==> src/rtl/simon_pkg.sv <==
// Shared types and constants for the SIMON controller and datapath:
// controller state encoding and the z constant sequences indexed by round.
package simon_pkg;

  typedef enum logic [2:0] {
    IDLE   = 3'd0,
    LDKEY  = 3'd1,
    LDBLK  = 3'd2,
    ROUND  = 3'd3,
    OUTPUT = 3'd4,
    DROP   = 3'd5
  } state_t;

  localparam int unsigned Z_LEN = 62;
  localparam logic [2:0]  Z_NONE = 3'd7;

  // Leftmost character of each published sequence is round 0 (bit Z_LEN-1).
  localparam logic [Z_LEN-1:0] Z0 = 62'b11111010001001010110000111001101111101000100101011000011100110;
  localparam logic [Z_LEN-1:0] Z1 = 62'b10001110111110010011000010110101000111011111001001100001011010;
  localparam logic [Z_LEN-1:0] Z2 = 62'b10101111011100000011010010011000101000010001111110010110110011;
  localparam logic [Z_LEN-1:0] Z3 = 62'b11011011101011000110010111100000010010001010011100110100001111;
  localparam logic [Z_LEN-1:0] Z4 = 62'b11010001111001101011011000100000010111000011001010010011101111;

  // Which z sequence a (word size, key words) geometry uses; Z_NONE if unsupported.
  function automatic logic [2:0] z_select(input int unsigned n, input int unsigned m);
    logic [2:0] sel;
    sel = Z_NONE;
    if      (n == 16 && m == 4) sel = 3'd0;
    else if (n == 24 && m == 3) sel = 3'd0;
    else if (n == 24 && m == 4) sel = 3'd1;
    else if (n == 32 && m == 3) sel = 3'd2;
    else if (n == 32 && m == 4) sel = 3'd3;
    else if (n == 48 && m == 2) sel = 3'd2;
    else if (n == 48 && m == 3) sel = 3'd3;
    else if (n == 64 && m == 2) sel = 3'd2;
    else if (n == 64 && m == 3) sel = 3'd3;
    else if (n == 64 && m == 4) sel = 3'd4;
    return sel;
  endfunction

  // z bit for a given round index; the sequences repeat with period Z_LEN.
  function automatic logic z_bit(input logic [2:0] sel, input int unsigned idx);
    int unsigned pos;
    logic [Z_LEN-1:0] seq;
    pos = (Z_LEN - 1) - (idx % Z_LEN);
    case (sel)
      3'd0:    seq = Z0;
      3'd1:    seq = Z1;
      3'd2:    seq = Z2;
      3'd3:    seq = Z3;
      default: seq = Z4;
    endcase
    return seq[pos];
  endfunction

endpackage

==> src/rtl/simon_round_counter.sv <==
// Round index counter: clears to 0, steps on enable, saturates at T-1 and
// flags the last round combinationally.
module simon_round_counter #(
  parameter int unsigned T  = 32,
  parameter int unsigned Cb = 5
) (
  input  logic          clk,
  input  logic          rst,
  input  logic          clr,
  input  logic          en,
  output logic [Cb-1:0] count,
  output logic          last_c
);

  localparam logic [Cb-1:0] LAST = Cb'(T - 1);

  assign last_c = (count == LAST);

  always_ff @(posedge clk or posedge rst) begin
    if (rst) begin
      count <= '0;
    end else if (clr) begin
      count <= '0;
    end else if (en && !last_c) begin
      count <= count + Cb'(1);
    end
  end

endmodule

==> src/rtl/simon_round_ctrl.sv <==
// SIMON sequencing controller: arbitrates key/block loads, steps T rounds and
// holds the result until acknowledged. SIMON_ROUND_CTRL_ERRCHK_EN enables the
// DROP path that discards blocks arriving before any key.
module simon_round_ctrl
  import simon_pkg::*;
#(
  parameter int unsigned N  = 16,
  parameter int unsigned M  = 4,
  parameter int unsigned T  = 32,
  parameter int unsigned Cb = 5
) (
  input  logic          clk,
  input  logic          R,
  input  logic          newKey,
  input  logic          newData,
  input  logic          outAck,
  output logic          loadKey,
  output logic          loadData,
  output logic          keyLoad,
  output logic          blockLoad,
  output logic          roundEn,
  output logic [Cb-1:0] roundCount,
  output logic          outValid,
  output logic          keyValid,
  output logic          err
);

  // Elaboration-time sanity checks on the configuration.
  if (T < 1 || T > (1 << Cb)) begin : g_bad_rounds
    $error("simon_round_ctrl: T must satisfy 1 <= T <= 2**Cb");
  end
  if (z_select(N, M) == Z_NONE) begin : g_bad_geometry
    $error("simon_round_ctrl: unsupported N/M geometry");
  end

  state_t state_q, state_d;
  logic   last_c;
  logic   load_key_d, load_data_d, key_load_d, block_load_d;
  logic   round_en_d, out_valid_d, key_valid_d, err_d;

  simon_round_counter #(.T(T), .Cb(Cb)) u_counter (
    .clk    (clk),
    .rst    (R),
    .clr    (state_d == LDBLK),
    .en     (state_q == ROUND),
    .count  (roundCount),
    .last_c (last_c)
  );

  // Next state, and Moore outputs decoded from the state being entered.
  always_comb begin
    state_d = state_q;
    case (state_q)
      IDLE: begin
        if (newKey)                   state_d = LDKEY;
        else if (newData && keyValid) state_d = LDBLK;
`ifdef SIMON_ROUND_CTRL_ERRCHK_EN
        else if (newData)             state_d = DROP;
`endif
      end
      LDKEY:   state_d = IDLE;
      LDBLK:   state_d = ROUND;
      ROUND:   if (last_c) state_d = OUTPUT;
      OUTPUT:  if (outAck) state_d = IDLE;
      default: state_d = IDLE;
    endcase

    load_key_d   = (state_d == LDKEY);
    key_load_d   = (state_d == LDKEY);
    block_load_d = (state_d == LDBLK);
    round_en_d   = (state_d == ROUND);
    out_valid_d  = (state_d == OUTPUT);
    key_valid_d  = keyValid | (state_d == LDKEY);
`ifdef SIMON_ROUND_CTRL_ERRCHK_EN
    load_data_d  = (state_d == LDBLK) | (state_d == DROP);
    err_d        = (state_d == DROP);
`else
    load_data_d  = (state_d == LDBLK);
    err_d        = 1'b0;
`endif
  end

  always_ff @(posedge clk or posedge R) begin
    if (R) begin
      state_q   <= IDLE;
      loadKey   <= 1'b0;
      loadData  <= 1'b0;
      keyLoad   <= 1'b0;
      blockLoad <= 1'b0;
      roundEn   <= 1'b0;
      outValid  <= 1'b0;
      keyValid  <= 1'b0;
    end else begin
      state_q   <= state_d;
      loadKey   <= load_key_d;
      loadData  <= load_data_d;
      keyLoad   <= key_load_d;
      blockLoad <= block_load_d;
      roundEn   <= round_en_d;
      outValid  <= out_valid_d;
      keyValid  <= key_valid_d;
    end
  end

`ifdef SIMON_ROUND_CTRL_ERRCHK_EN
  always_ff @(posedge clk or posedge R) begin
    if (R) err <= 1'b0;
    else   err <= err_d;
  end
`else
  assign err = 1'b0;
  logic unused_err_d;
  assign unused_err_d = err_d;
`endif

endmodule

==> config.mk <==
export PLATFORM = sky130hd
export DESIGN_NAME = simon_round_ctrl
export DESIGN_NICKNAME = d
export VERILOG_FILES = /design/src/rtl/simon_pkg.sv /design/src/rtl/simon_round_counter.sv /design/src/rtl/simon_round_ctrl.sv
export SDC_FILE = /design/constraint.sdc
export NUM_CORES = 1
export LEC_CHECK = 0
export ABC_AREA = 1
export CELL_PAD_IN_SITES_DETAIL_PLACEMENT = 2
export CELL_PAD_IN_SITES_GLOBAL_PLACEMENT = 2
export CORE_AREA = 2 2 61 46
export CTS_CLUSTER_SIZE = 10
export DETAILED_ROUTE_END_ITERATION = 7
export DIE_AREA = 0 0 63 48
export HOLD_SLACK_MARGIN = 0.05
export PLACE_DENSITY = 0.74
export SETUP_SLACK_MARGIN = 0.2
export SLEW_MARGIN = 5
export SYNTH_ARGS = -nofsm -noshare
export SYNTH_HDL_FRONTEND = slang
export SYNTH_SLANG_ARGS = --single-unit
==> constraint.sdc <==
create_clock -name clk -period 3.6 [get_ports clk]
set_input_delay 0.54 -clock clk [delete_from_list [all_inputs] [get_ports clk]]
set_output_delay 0.54 -clock clk [all_outputs]
set_load 0.01 [all_outputs]
* Word-level counts from Yosys, hierarchy flattened
Cells that the tools add are included.
W data, S select, Z words.
** Storage, ports and cells
- Memory bits (writable) :: 0
- Bits in latches :: 0
- Bits of input ports :: 5
- Logic and storage cells :: 29
- Flip-flop bits (word level) :: 13
- Bits in read-only memories :: 0
- Memories kept :: 0
** Operators by class
- Magnitude comparators :: 0
- Multipliers :: 0
- Reductions and logical operators :: 5
- Multiplexer cells :: 7
- Add/subtract/negate cells :: 1
- Eq/ne operators :: 8
- Divide/modulo/power cells :: 0
- Bitwise operators :: 1
- Shift operators :: 0
** Operators by type and width (number)
- $eq A3 B2 Y1 const B :: 4
- $mux W3 :: 4
- $pmux W3 S4 :: 1
- $mux W5 :: 2
- $eq A3 B3 Y1 const B :: 2
- $add A5 B1 Y5 const B :: 1
- $eq A5 B5 Y1 const B :: 1
- $eq A3 B1 Y1 const B :: 1
- $logic_not A3 Y1 :: 1
- $logic_and A1 B1 Y1 :: 2
- $reduce_bool A2 Y1 :: 1
- $logic_not A1 Y1 :: 1
- $or A1 B1 Y1 :: 1

* Depth between registers and ports, before layout
- Depth after elaboration :: 6
- Mapped depth :: 8
- Depth with buffers taken out :: 8

* Hierarchy
From an unflattened synthesis, not the netlist that was laid out.
** Second synthesis, totals
- Cells, all modules :: 74
- Area, all modules :: 619.3 um2
** By module, submodules not included
- simon_round_ctrl :: cells each 38, times used 1, area an instance 340.3 um2
- simon_round_counter :: cells each 36, times used 1, area an instance 279.0 um2

* Worst setup path before layout
No wires, ideal clock.
- Path kind :: reg2reg
- From :: reg u_counter.count[0]
- To :: reg state_q[0]
- Required time :: 3.476 ns
- Slack :: 2.137 ns
- Path buffers :: 0
- Cell stages (with the launch flop) :: 7
- Library setup time :: 0.124 ns
- Data arrival time :: 1.338 ns
- Path through :: dfrtp_1 > ha_1 > nand2_1 > nor2_1 > ha_1 > a21oi_2 > or2_1
** On the way
- Longest elaborated chain between the ends :: 3
** RTL lines
- start: declaration :: line simon_round_counter.sv:11 : output logic [Cb-1:0] count,
- start signal: assignment :: line simon_round_counter.sv:25 : count <= count + Cb'(1);
- $eq A5 B5 Y1 :: line simon_round_counter.sv:17 : assign last_c = (count == LAST);
- $mux W3 :: line simon_round_ctrl.sv:63 : ROUND: if (last_c) state_d = OUTPUT;
- $pmux W3 S4 :: line simon_round_ctrl.sv:53 : case (state_q)
- named net state_d[0] :: line simon_round_ctrl.sv:36 : state_t state_q, state_d;
- end signal: assignment :: line simon_round_ctrl.sv:94 : state_q <= state_d;
- end: declaration :: line simon_round_ctrl.sv:36
The timed path passes the listed nets, and every way through them passes these cells.
A chain may end at the register's enable or synchronous reset.

* Final worst setup path
- From :: reg u_counter.count[2]
- To :: out roundCount[2]
** RTL lines
- end: declaration :: line simon_round_ctrl.sv:22 : output logic [Cb-1:0] roundCount,
No word-level cell between the ends.

==> results.cfg <==
[synthesis]
synth.most_common_cell = nand2_1
syn-instance-count = 72
post-synth-top-area-fraction_pct = 49.8
nets_in_the_synthesized_netlist = 79
yosys_most_used_dff = dfrtp_1
synth_area_um2 = 653
ys_types = 20
ys_async_sr_fraction_pct = 100
post-synth-top-area-cell = dfrtp_1
synth_top_cells_by_count = 14 x nand2_1, 13 x dfrtp_1, 9 x nand3_1, 8 x inv_1
syn_area_per_cell_um2 = 9.07
synth_enable_flop_cells = 0
share_of_the_yosys_chip_area_belonging_to_registers_pct = 49.8
ys_top_cells_by_area = dfrtp_1 50%, nand2_1 8.0%, nand3_1 6.9%
synth-warning-count = 0
yosys_register_bits = 13

[place]
place.gp.congestion = 0.755
portBuffers = 16
post-dp-hpwl_mm = 1.38

[min_path]
hp-class = reg2reg
hold-path-cell-count = 1

[drt]
number_of_remaining_drc_errors = 0
wl_per_cell_um = 13.9
detailroute.via_count = 533
detailedRoute.firstIterationViolations = 3
final_antenna_net_count = 0
detail_route.wirelength_mm = 1.71
viasPerCell = 4.33
drt-pass1-iter-count = 2

[floorplanning]
rows = 15
initial_core_util_pct = 27.4
design.core.area_mm2 = 0.00238
design.portCount = 18
die_height_um = 48
die_w_um = 63
design.die.area_mm2 = 0.00302

[global_routing]
largest_net_degree_at_the_start_of_global_routing = 14
grt_overflow_total = 0
first_pass_grt_wire_length_mm = 2.73
grt_pass1_vias = 562
grt_util_all_layers_pct = 12.7
number_of_antenna_violations_at_the_first_check_in_global_routing = 0

[sta]
timing.max_slew.rel_slack_pct = 65.9
finalHoldViolCount = 0
setup_tns_ns = 0
timing.fmax_mhz = 536
final_max_slew_viol_count = 0
final.period_utilization_pct = 51.8
unrepaired_setup_endpoints_after_global_routing = false
timing_worst_slew_pin_value_ns = 0.512
period_minus_slack_ns = 1.87
timing.final.setup_violations = 0
hold_ws_ns = 0.502
timing.clock.skew_ns = 0.0189

[worst_setup_path]
critical_path_depth = 1
cp_max_delay_cell = clkdlybuf4s50_1
cpLargestDelayFamily = buffers and inverters
critical-path-max-stage-delay_ns = 0.58
worst_ep_arrival_time_ns = 1.33
timing.critical_path.fanout_max = 6
worst_setup_path_start_kind = register
timing.critical_path.to_type = output port
cell_by_cell_listing_of_the_critical_path = clkdlybuf4s50_1
path_buf_inv = 1
timing.reg2reg.worst_path_depth = 7
criticalPathCategory = reg2out
critical_path_required_ns = 3.06

[finish]
finalCoreUtilization_pct = 36.1
final_layout_size_suffix_gt1_share_pct = 14.6
diodes_inserted = 0
syn2layout_area_growth_pct = 31.6
nets = 97

[clock_tree]
cts_max_level = 1
clock-root-buffer = clkbuf_4
cts_sinks = 13
cts_tree = done
post-cts-setup-buffer-count = 0
cts.clk_slew.worst_paths_ns = 0.07
numCtsBuffers = 3
number_of_gates_given_a_new_drive_strength_after_cts = 0
clock_insertion_delay_worst_skew_ns = 0.29
max-clock-path-buffers = 2
holdBufCountCts = 0

[pwr]
power.density_cell_area_mw_per_mm2 = 590
power_share_of_the_sequential_group_pct = 41.0
power.switching_mw = 0.198
power_switching_share_pct = 39.0
combinational_power_share_pct = 40.0
report.power.total_mw = 0.507
power.static_leakage_nw = 0.423
ir_drop_v = 0.000157
intPower_mw = 0.309
p_clk_share_pct = 19.0

[flow_run]
cap_viol_max_count = 0

[outcome]
status = finished, final reports clean
==> layout make-up <==
cell class | count | area, µm²
Fill cell | 284 | 1520
Multi-Input combinational cell | 45 | 264
Inverter | 11 | 41.3
Clock buffer | 4 | 26.3
Timing Repair Buffer | 16 | 160
Sequential cell | 13 | 325
Tap cell | 34 | 42.5
==> sequential cells by signal, summed over array words and instances, names as in the netlist <==
| signal | count |
|---|---|
| keyValid | 1 |
| blockLoad | 1 |
| state_q | 3 |
| u_counter.count | 5 |
| roundEn | 1 |
| keyLoad | 1 |
| outValid | 1 |
==> placed cells by master (no fill, tap or decap), types with 3 or more instances in the layout <==
cell	instances
nor2_1	3
inv_2	3
nand3_1	9
dfrtp_1	13
clkbuf_4	3
inv_1	8
clkdlybuf4s50_1	16
nand2_1	14
==> cells by family (layout without fill, tap and decap cells) <==
logic type | after synthesis | after routing | share of synthesized area, %
simple gates | 35 | 35 | 28.2
buf+inv | 14 | 31 | 9.77
flops | 13 | 13 | 49.8
compound gates | 6 | 6 | 6.51
fa+ha+maj | 2 | 2 | 3.83
other cells | 1 | 1 | 0.574
xor+xnor | 1 | 1 | 1.34
==> through the flow <==
stage,worst slack (ns),instances,area [µm²]
2_1_floorplan,2.14,72,653
3_3_place_gp,2.01,119,833
3_5_place_dp,1.93,119,833
4_1_cts,1.70,123,860
5_1_grt,1.65,123,860
6_report,1.73,123,860
==> power by group through the flow <==
stage / Combinational (mW) / Sequential, mW / Clock [mW]
floorplan: 0.116 / 0.214 / 0
global placement: 0.199 / 0.209 / 0
detailed placement: 0.208 / 0.213 / 0
CTS: 0.208 / 0.210 / 0.100
global route: 0.223 / 0.214 / 0.109
finish: 0.203 / 0.208 / 0.0966
==> path summary, 6_finish.rpt <==
check                                                    start                              to  slack, ns
worst max register to register  u_counter.count[0]$_DFFE_PP0P_  u_counter.count[2]$_DFFE_PP0P_       1.95
worst min-delay path                        keyValid$_DFF_PP0_              keyValid$_DFF_PP0_       0.50
worst max-delay path            u_counter.count[2]$_DFFE_PP0P_                   roundCount[2]       1.73
min in group asynchronous                                    R  u_counter.count[4]$_DFFE_PP0P_       0.57
max in group asynchronous                                    R              keyValid$_DFF_PP0_       2.66
worst min register to register              keyValid$_DFF_PP0_              keyValid$_DFF_PP0_       0.50
==> metal layers <==
metal  up-vias  global-route usage [%]  part of all wire, %
met4         0                    5.33                  1.2
met1       257                    15.9                   50
met5         -                       0                    0
met2        14                    20.2                   44
met3         2                    4.94                  4.6
li1        260                       -                    -
(Power assumes the default switching activity.)
